### config.mk
export PLATFORM = sky130hd
export DESIGN_NAME = hall_monitor_flat
export DESIGN_NICKNAME = d
export VERILOG_FILES = /design/src/rtl/hall_pkg.sv /design/src/rtl/hall_monitor_if.sv /design/src/rtl/hall_filter.sv /design/src/rtl/hall_monitor.sv /design/src/flat_wrapper.sv
export SDC_FILE = /design/constraint.sdc
export NUM_CORES = 1
export LEC_CHECK = 0
export BUFFER_PORTS_ARGS = -buffer_cell sky130_fd_sc_hd__buf_2
export CAP_MARGIN = 15
export CORE_UTILIZATION = 45
export CTS_CLUSTER_SIZE = 24
export DETAILED_ROUTE_END_ITERATION = 16
export HOLD_SLACK_MARGIN = 0.08
export PLACE_DENSITY = 0.65
export SLEW_MARGIN = 40
export SYNTH_ARGS = -nofsm -noshare
export SYNTH_HDL_FRONTEND = slang
export SYNTH_SLANG_ARGS = --single-unit
### constraint.sdc
create_clock -name sysclk -period 8.4 [get_ports sysclk]
set_input_delay 1.26 -clock sysclk [delete_from_list [all_inputs] [get_ports sysclk]]
set_output_delay 1.26 -clock sysclk [all_outputs]
set_load 0.02 [all_outputs]
### src/rtl/hall_pkg.sv
// Shared constants for the hall monitor: forward commutation table, invalid codes,
// code-to-position mapping and the modular position-distance helper.
package hall_pkg;

   localparam int SEQ_LEN = 6;

   // Forward order of the hall code {a,b,c}; position i+1 follows position i.
   localparam logic [2:0] FWD_SEQ [SEQ_LEN] = '{3'b101, 3'b100, 3'b110, 3'b010, 3'b011, 3'b001};

   localparam logic [2:0] CODE_NONE   = 3'b000;
   localparam logic [2:0] CODE_ALL    = 3'b111;
   localparam logic [2:0] IDX_INVALID = 3'd7;

   // Indexed by raw code, yields its position in FWD_SEQ (IDX_INVALID for 000/111).
   localparam logic [2:0] CODE_TO_IDX [8] = '{3'd7, 3'd5, 3'd3, 3'd4, 3'd1, 3'd0, 3'd2, 3'd7};

   typedef enum logic [1:0] {
      STEP_NONE = 2'd0,
      STEP_FWD  = 2'd1,
      STEP_BWD  = 2'd2,
      STEP_SKIP = 2'd3
   } step_kind_e;

   function automatic logic is_invalid(input logic [2:0] code);
      return (code == CODE_NONE) || (code == CODE_ALL);
   endfunction

   // Forward distance from one position to another, modulo SEQ_LEN.
   function automatic logic [2:0] fwd_dist(input logic [2:0] from_idx, input logic [2:0] to_idx);
      logic [3:0] d;
      d = {1'b0, to_idx} + 4'd6 - {1'b0, from_idx};
      if (d >= 4'd6) begin
         d = d - 4'd6;
      end else begin
         d = d;
      end
      return d[2:0];
   endfunction

endpackage

### src/rtl/hall_monitor_if.sv
// Sensor-side and host-side signal bundle of the hall monitor.
interface hall_monitor_if #(
   parameter int COUNT_WIDTH = 8
);
   logic                   hall_a;
   logic                   hall_b;
   logic                   hall_c;
   logic                   cnt_load;
   logic [COUNT_WIDTH-1:0] cnt_load_val;
   logic                   fault_clr;
   logic [2:0]             hall_state;
   logic [COUNT_WIDTH-1:0] hall_count;
   logic                   dir;
   logic                   step_pulse;
   logic                   hall_fault;
   logic                   stalled;

   modport master (
      output hall_a, hall_b, hall_c, cnt_load, cnt_load_val, fault_clr,
      input  hall_state, hall_count, dir, step_pulse, hall_fault, stalled
   );

   modport slave (
      input  hall_a, hall_b, hall_c, cnt_load, cnt_load_val, fault_clr,
      output hall_state, hall_count, dir, step_pulse, hall_fault, stalled
   );
endinterface

### src/rtl/hall_filter.sv
// Two-flop synchronizer plus run-length filter: a code is accepted once it has been
// seen FILTER_LEN consecutive synchronized samples while differing from the held state.
module hall_filter
   import hall_pkg::*;
#(
   parameter int FILTER_LEN = 4
) (
   input  logic       sysclk,
   input  logic       rst_n,
   input  logic [2:0] raw,
   output logic [2:0] state,
   output logic       accept,
   output logic [2:0] code
);

   logic [2:0] sync1_r;
   logic [2:0] sync2_r;
   logic [2:0] cand_r;
   logic [2:0] state_r;
   logic [8:0] run_r;
   logic [8:0] run_next_s;
   logic       accept_s;

   always_comb begin
      run_next_s = 9'd1;
      accept_s   = 1'b0;
      if (sync2_r == cand_r) begin
         run_next_s = run_r + 9'd1;
      end else begin
         run_next_s = 9'd1;
      end
      if ((sync2_r != state_r) && (run_next_s >= 9'(FILTER_LEN))) begin
         accept_s = 1'b1;
      end else begin
         accept_s = 1'b0;
      end
   end

   // The run counter only grows while the sample differs from the held state.
   always_ff @(posedge sysclk or negedge rst_n) begin
      if (!rst_n) begin
         sync1_r <= 3'b000;
         sync2_r <= 3'b000;
         cand_r  <= 3'b000;
         state_r <= 3'b000;
         run_r   <= 9'd0;
      end else begin
         sync1_r <= raw;
         sync2_r <= sync1_r;
         cand_r  <= sync2_r;
         if ((sync2_r == state_r) || accept_s) begin
            run_r <= 9'd0;
         end else begin
            run_r <= run_next_s;
         end
         if (accept_s) begin
            state_r <= sync2_r;
         end else begin
            state_r <= state_r;
         end
      end
   end

   assign state  = state_r;
   assign accept = accept_s;
   assign code   = sync2_r;

endmodule

### src/rtl/hall_monitor.sv
// Hall sensor monitor: filtered state, signed-wrap step counter, direction and fault flags.
// Optional stall detector enabled by defining HALL_STALL_DETECT_EN.
module hall_monitor
   import hall_pkg::*;
#(
   parameter int COUNT_WIDTH = 8,
   parameter int FILTER_LEN  = 4,
   parameter int STALL_TICKS = 65535
) (
   input  logic           sysclk,
   input  logic           rst_n,
   hall_monitor_if.slave  bus
);

   logic [2:0]             filt_state_s;
   logic                   accept_s;
   logic [2:0]             code_s;
   logic [2:0]             idx_s;
   logic [2:0]             dist_s;
   step_kind_e             kind_s;
   logic                   step_s;
   logic                   fault_ev_s;
   logic                   ref_valid_next_s;
   logic [2:0]             ref_idx_next_s;
   logic                   ref_valid_r;
   logic [2:0]             ref_idx_r;
   logic [COUNT_WIDTH-1:0] count_r;
   logic                   dir_r;
   logic                   pulse_r;
   logic                   fault_r;
   logic                   stalled_s;

   hall_filter #(
      .FILTER_LEN (FILTER_LEN)
   ) u_filter (
      .sysclk (sysclk),
      .rst_n  (rst_n),
      .raw    ({bus.hall_a, bus.hall_b, bus.hall_c}),
      .state  (filt_state_s),
      .accept (accept_s),
      .code   (code_s)
   );

   // Classify an accepted code against the reference position.
   always_comb begin
      kind_s           = STEP_NONE;
      fault_ev_s       = 1'b0;
      ref_valid_next_s = ref_valid_r;
      ref_idx_next_s   = ref_idx_r;
      idx_s            = CODE_TO_IDX[code_s];
      dist_s           = fwd_dist(ref_idx_r, idx_s);
      if (!accept_s) begin
         kind_s = STEP_NONE;
      end else if (is_invalid(code_s)) begin
         fault_ev_s       = 1'b1;
         ref_valid_next_s = 1'b0;
      end else if (!ref_valid_r) begin
         ref_valid_next_s = 1'b1;
         ref_idx_next_s   = idx_s;
      end else begin
         ref_idx_next_s = idx_s;
         case (dist_s)
            3'd1:    kind_s = STEP_FWD;
            3'd5:    kind_s = STEP_BWD;
            default: begin
               kind_s     = STEP_SKIP;
               fault_ev_s = 1'b1;
            end
         endcase
      end
   end

   assign step_s = (kind_s == STEP_FWD) || (kind_s == STEP_BWD);

   // A load discards the coincident step's count change; a fault event beats fault_clr.
   always_ff @(posedge sysclk or negedge rst_n) begin
      if (!rst_n) begin
         ref_valid_r <= 1'b0;
         ref_idx_r   <= IDX_INVALID;
         count_r     <= '0;
         dir_r       <= 1'b0;
         pulse_r     <= 1'b0;
         fault_r     <= 1'b0;
      end else begin
         ref_valid_r <= ref_valid_next_s;
         ref_idx_r   <= ref_idx_next_s;
         pulse_r     <= step_s;
         if (bus.cnt_load) begin
            count_r <= bus.cnt_load_val;
         end else if (kind_s == STEP_FWD) begin
            count_r <= count_r + {{(COUNT_WIDTH-1){1'b0}}, 1'b1};
         end else if (kind_s == STEP_BWD) begin
            count_r <= count_r - {{(COUNT_WIDTH-1){1'b0}}, 1'b1};
         end else begin
            count_r <= count_r;
         end
         if (step_s) begin
            dir_r <= (kind_s == STEP_FWD);
         end else begin
            dir_r <= dir_r;
         end
         if (fault_ev_s) begin
            fault_r <= 1'b1;
         end else if (bus.fault_clr) begin
            fault_r <= 1'b0;
         end else begin
            fault_r <= fault_r;
         end
      end
   end

`ifdef HALL_STALL_DETECT_EN
   localparam int STALL_W = $clog2(STALL_TICKS + 1);

   logic [STALL_W-1:0] stall_cnt_r;
   logic               stalled_r;

   // Saturating idle counter; any accepted step or count load restarts it.
   always_ff @(posedge sysclk or negedge rst_n) begin
      if (!rst_n) begin
         stall_cnt_r <= '0;
         stalled_r   <= 1'b0;
      end else if (step_s || bus.cnt_load) begin
         stall_cnt_r <= '0;
         stalled_r   <= 1'b0;
      end else if (stall_cnt_r != STALL_W'(STALL_TICKS)) begin
         stall_cnt_r <= stall_cnt_r + STALL_W'(1);
         stalled_r   <= ((stall_cnt_r + STALL_W'(1)) == STALL_W'(STALL_TICKS));
      end else begin
         stall_cnt_r <= stall_cnt_r;
         stalled_r   <= 1'b1;
      end
   end

   assign stalled_s = stalled_r;
`else
   logic unused_stall_s;
   assign unused_stall_s = (STALL_TICKS != 0);
   assign stalled_s      = 1'b0;
`endif

   assign bus.hall_state = filt_state_s;
   assign bus.hall_count = count_r;
   assign bus.dir        = dir_r;
   assign bus.step_pulse = pulse_r;
   assign bus.hall_fault = fault_r;
   assign bus.stalled    = stalled_s;

endmodule
### src/flat_wrapper.sv
// flat-port wrapper written by rule: the top's interface ports become plain ports
module hall_monitor_flat import hall_pkg::*;
#(
   parameter int COUNT_WIDTH = 8,
   parameter int FILTER_LEN  = 4,
   parameter int STALL_TICKS = 65535
)
  (sysclk, rst_n, bus_hall_a, bus_hall_b, bus_hall_c, bus_cnt_load, bus_cnt_load_val, bus_fault_clr, bus_hall_state, bus_hall_count, bus_dir, bus_step_pulse, bus_hall_fault, bus_stalled);
  hall_monitor_if #(.COUNT_WIDTH(COUNT_WIDTH)) bus_i ();
  input  logic sysclk;
  input  logic rst_n;
  input wire logic [$bits(bus_i.hall_a)-1:0] bus_hall_a;
  input wire logic [$bits(bus_i.hall_b)-1:0] bus_hall_b;
  input wire logic [$bits(bus_i.hall_c)-1:0] bus_hall_c;
  input wire logic [$bits(bus_i.cnt_load)-1:0] bus_cnt_load;
  input wire logic [$bits(bus_i.cnt_load_val)-1:0] bus_cnt_load_val;
  input wire logic [$bits(bus_i.fault_clr)-1:0] bus_fault_clr;
  output wire logic [$bits(bus_i.hall_state)-1:0] bus_hall_state;
  output wire logic [$bits(bus_i.hall_count)-1:0] bus_hall_count;
  output wire logic [$bits(bus_i.dir)-1:0] bus_dir;
  output wire logic [$bits(bus_i.step_pulse)-1:0] bus_step_pulse;
  output wire logic [$bits(bus_i.hall_fault)-1:0] bus_hall_fault;
  output wire logic [$bits(bus_i.stalled)-1:0] bus_stalled;
  assign bus_i.hall_a = bus_hall_a;
  assign bus_i.hall_b = bus_hall_b;
  assign bus_i.hall_c = bus_hall_c;
  assign bus_i.cnt_load = bus_cnt_load;
  assign bus_i.cnt_load_val = bus_cnt_load_val;
  assign bus_i.fault_clr = bus_fault_clr;
  assign bus_hall_state = bus_i.hall_state;
  assign bus_hall_count = bus_i.hall_count;
  assign bus_dir = bus_i.dir;
  assign bus_step_pulse = bus_i.step_pulse;
  assign bus_hall_fault = bus_i.hall_fault;
  assign bus_stalled = bus_i.stalled;
  hall_monitor #(.COUNT_WIDTH(COUNT_WIDTH), .FILTER_LEN(FILTER_LEN), .STALL_TICKS(STALL_TICKS)) u_core (.sysclk(sysclk), .rst_n(rst_n), .bus(bus_i));
endmodule
==> flow_metrics.env <==
export IMPL_status="finished, violations left"
export IMPL_violations="design-rule violations"
export IMPL_io_pins=30
export IMPL_place_congestion=0.783
export IMPL_core_region_area_sq_mm=0.00444
export IMPL_clockPowerShare=0.245
export IMPL_finish_instance_area_sq_mm=0.00243
export IMPL_grt_max_degree=37
export IMPL_worstSetupPathType="register to register"
export IMPL_dp_cells=275
export IMPL_routed_wl_um=3600
export IMPL_finalClockSkew_ns=0.00956
export IMPL_start_util=0.475
export IMPL_vias=1428
export IMPL_timing_final_crit_period_ns=4.95
export IMPL_cts_buffers=5
export IMPL_stdcell_count=283
export IMPL_cts_buffer_depth=2
export IMPL_synthToLayoutAreaGrowth_pct=15.3
export IMPL_drv_slew=0
export IMPL_yosysWarnings=0
export IMPL_powerDensity_mw_per_mm2=259
export IMPL_gr_total_overflow=0
export IMPL_dr_pass1_iters=10
export IMPL_drt_initial_drc_count=66
export IMPL_io_buffers=28
export IMPL_rsz0062_at_grt="no"
export IMPL_nFillCells=403
export IMPL_antenna_found_initial=0
export IMPL_hold_viol_final=0
export IMPL_worst_ep_arrival_time_ns=5.13
export IMPL_dieHeight_um=70.5
export IMPL_p_sw_frac=0.358
export IMPL_ys_types=48
export IMPL_cp_slowest_cell="dfrtp_1"
export IMPL_syn_avg_cell_area_sq_um=10.9
export IMPL_fin_tns_setup_ns=0
export IMPL_hold_slack_ns=0.375
export IMPL_max_freq_mhz=202
export IMPL_worstPathMaxFanout=10
export IMPL_holdBufCountCts=0
export IMPL_route_detailed_drc=2
export IMPL_syn_inst=193
export IMPL_min_path_type="register to register"
export IMPL_placementRows=24
export IMPL_seq_area_sq_um=905
export IMPL_root_buffer="clkbuf_8"
export IMPL_fp_dieW_um=70.5
export IMPL_setup_viol=0
export IMPL_place_ws_ns=3.47
export IMPL_comb_power_share=0.383
export IMPL_grt_pass1_vias=1410
export IMPL_grt_total_usage=0.171
export IMPL_antenna_cells=0
export IMPL_post_route_period_util=0.589
export IMPL_end_kind="register"
export IMPL_dp_hpwl_um=2580
export IMPL_cts_setup_buffers=0
export IMPL_async_flop_share=1.00
export IMPL_placed_area_sq_mm=0.00232
export IMPL_clkSinkCount=36
export IMPL_critPathBufInv=4
export IMPL_p_leak_nw=1.17
export IMPL_grt_pass1_wl_um=6400
export IMPL_multiInputGateArea_sq_mm=0.00115
export IMPL_dieArea_sq_mm=0.00497
export IMPL_max_stage_delay_ns=0.54
export IMPL_ant_nets=0
export IMPL_ys_seq_elements=36
export IMPL_drive_gt1_frac=0.264
export IMPL_peakVddDrop_v=0.000123
export IMPL_synth_edf_count=0
export IMPL_viasPerCell=5.05
export IMPL_yosysSeqAreaShare=0.429
export IMPL_critPathTopFamily="adder cells"
export IMPL_intPower_mw=0.404
export IMPL_setup_ws_ns=3.45
export IMPL_cts_max_level=2
export IMPL_syn_area_sq_mm=0.00211
export IMPL_nNetsFinal=264
export IMPL_postCtsResizedCells=0
export IMPL_wl_per_cell_um=12.7
export IMPL_synth_ff_type="dfrtp_1"
export IMPL_required_ns=8.58
export IMPL_cts_tree="done"
export IMPL_seq_power_share=0.372
export IMPL_clkTransAtPathRegs_ns=0.08
export IMPL_worstPathCellList="inv_1 -> ha_1 -> mux2_2 -> ha_1 -> inv_1 -> ha_1 -> inv_1 -> fa_1 -> xnor2_1 -> or3_1 -> a21oi_1 -> nor2_1 -> ha_1 -> inv_1 -> ha_1 -> a211oi_1 -> o21bai_1 -> o31a_1 -> a2111oi_2 -> xor2_1 -> o21ai_1"
export IMPL_cp_common_cell="ha_1"
export IMPL_clock_latency_ns=0.30
export IMPL_post_route_util=0.547
export IMPL_maxCapViolations=0
export IMPL_finalPower_mw=0.630
export IMPL_switchingPower_mw=0.226
export IMPL_start_kind="register"
==> cell type report <==
class	count	share of cell area
timing repair buffer	28	0.0586
tap	52	0.0267
sequential	36	0.372
inverter	15	0.0231
multi-input combinational	144	0.474
clock inverter	3	0.0175
clock buffer	5	0.0283
==> cell usage after synthesis (all sizes together) (2+ instances only) <==
library cell	count	share of area
xor2	12	0.050
xnor2	3	0.012
and4	2	0.011
nand2	14	0.025
or3	3	0.012
nand2b	5	0.020
o21ai	14	0.033
and3	4	0.012
fa	2	0.019
a21boi	2	0.0071
dfstp	3	0.037
dfrtp	33	0.39
nor2	10	0.018
a21oi	11	0.028
nand3	3	0.0071
buf	3	0.0083
mux2i	7	0.033
inv	15	0.027
a21o	2	0.0071
ha	17	0.10
o211ai	2	0.0095
mux2	7	0.043
nor3	4	0.015
clkbuf	2	0.0036
a2111oi	3	0.025
==> sequential cells by signal (all words and copies together), names as in the netlist, 3 cells and up <==
register / count
u_core.u_filter.run_r: 9
u_core.bus.hall_count: 8
u_core.ref_idx_r: 3
u_core.u_filter.cand_r: 3
u_core.u_filter.code: 3
u_core.u_filter.state: 3
u_core.u_filter.sync1_r: 3
==> power groups by stage <==
stage / clock (mW) / combinational, mW / sequential (mW)
5_1_grt: 0.167 / 0.274 / 0.240
6_report: 0.154 / 0.241 / 0.235
3_5_place_dp: 0 / 0.241 / 0.238
4_1_cts: 0.159 / 0.243 / 0.235
2_1_floorplan: 0 / 0.174 / 0.252
3_3_place_gp: 0 / 0.239 / 0.237
==> cell usage in the layout (no fill, tap or decap), types with 2 or more instances in the layout <==
cell type   n
xnor2_1     3
o21ai_0    13
ha_1       17
mux2i_1     7
buf_2      27
inv_1      15
and4_4      2
a21oi_1    10
a21boi_0    2
mux2_2      4
fa_1        2
nor3_1      3
mux2_4      3
a21o_1      2
nand2_1    14
dfrtp_1    33
nor2_1      9
nand3_1     3
nand2b_1    3
clkbuf_8    5
xor2_1     12
and3_1      3
dfstp_2     3
conb_1      8
==> per-layer routing <==
layer / vias up / wire, um / GRT usage
met5: - / 0 / 0
met2: 25 / 1680 / 0.280
li1: 737 / - / -
met1: 661 / 1720 / 0.208
met3: 5 / 142 / 0.0491
met4: 0 / 46 / 0.0748
==> worst register-to-register path: stages, from the launching register on <==
cell and delay [ns]:
dfrtp_1 0.54, inv_1 0.10, ha_1 0.29, mux2_2 0.28, ha_1 0.18, inv_1 0.06, ha_1 0.13, inv_1 0.04
fa_1 0.37, xnor2_1 0.19, or3_1 0.34, a21oi_1 0.18, nor2_1 0.06, ha_1 0.28, inv_1 0.27, ha_1 0.31
a211oi_1 0.24, o21bai_1 0.14, o31a_1 0.27, a2111oi_2 0.33, xor2_1 0.18, o21ai_1 0.07
==> logic make-up (layout without fill, tap and decap cells) <==
logic type	after synthesis	after routing	share of synthesized area
AND/OR/NAND/NOR	47	47	0.131
adder cells (fa/ha/maj)	19	19	0.120
flip-flops	36	36	0.429
multiplexers	14	14	0.0759
AO/OA/AOI/OAI	41	41	0.142
XOR/XNOR	15	15	0.0623
buffers and inverters	20	51	0.0386
other	1	8	0.00178
==> worst paths after layout <==
kind,slack [ns],depth (start not counted),to,from
worst max-delay path,3.45,21,u_core.bus.hall_count[7]$_DFFE_PN0P_,u_core.u_filter.code[1]$_DFF_PN0_
worst min-delay path,0.37,0,u_core.u_filter.code[0]$_DFF_PN0_,u_core.u_filter.sync1_r[0]$_DFF_PN0_
worst max register to register,3.45,21,u_core.bus.hall_count[7]$_DFFE_PN0P_,u_core.u_filter.code[1]$_DFF_PN0_
worst min register to register,0.37,0,u_core.u_filter.code[0]$_DFF_PN0_,u_core.u_filter.sync1_r[0]$_DFF_PN0_
max in group asynchronous,7.14,1,u_core.ref_idx_r[2]$_DFFE_PN1P_,rst_n
min in group asynchronous,0.90,1,u_core.u_filter.state[1]$_DFFE_PN0P_,rst_n
Power figures use the tool's default switching activity.
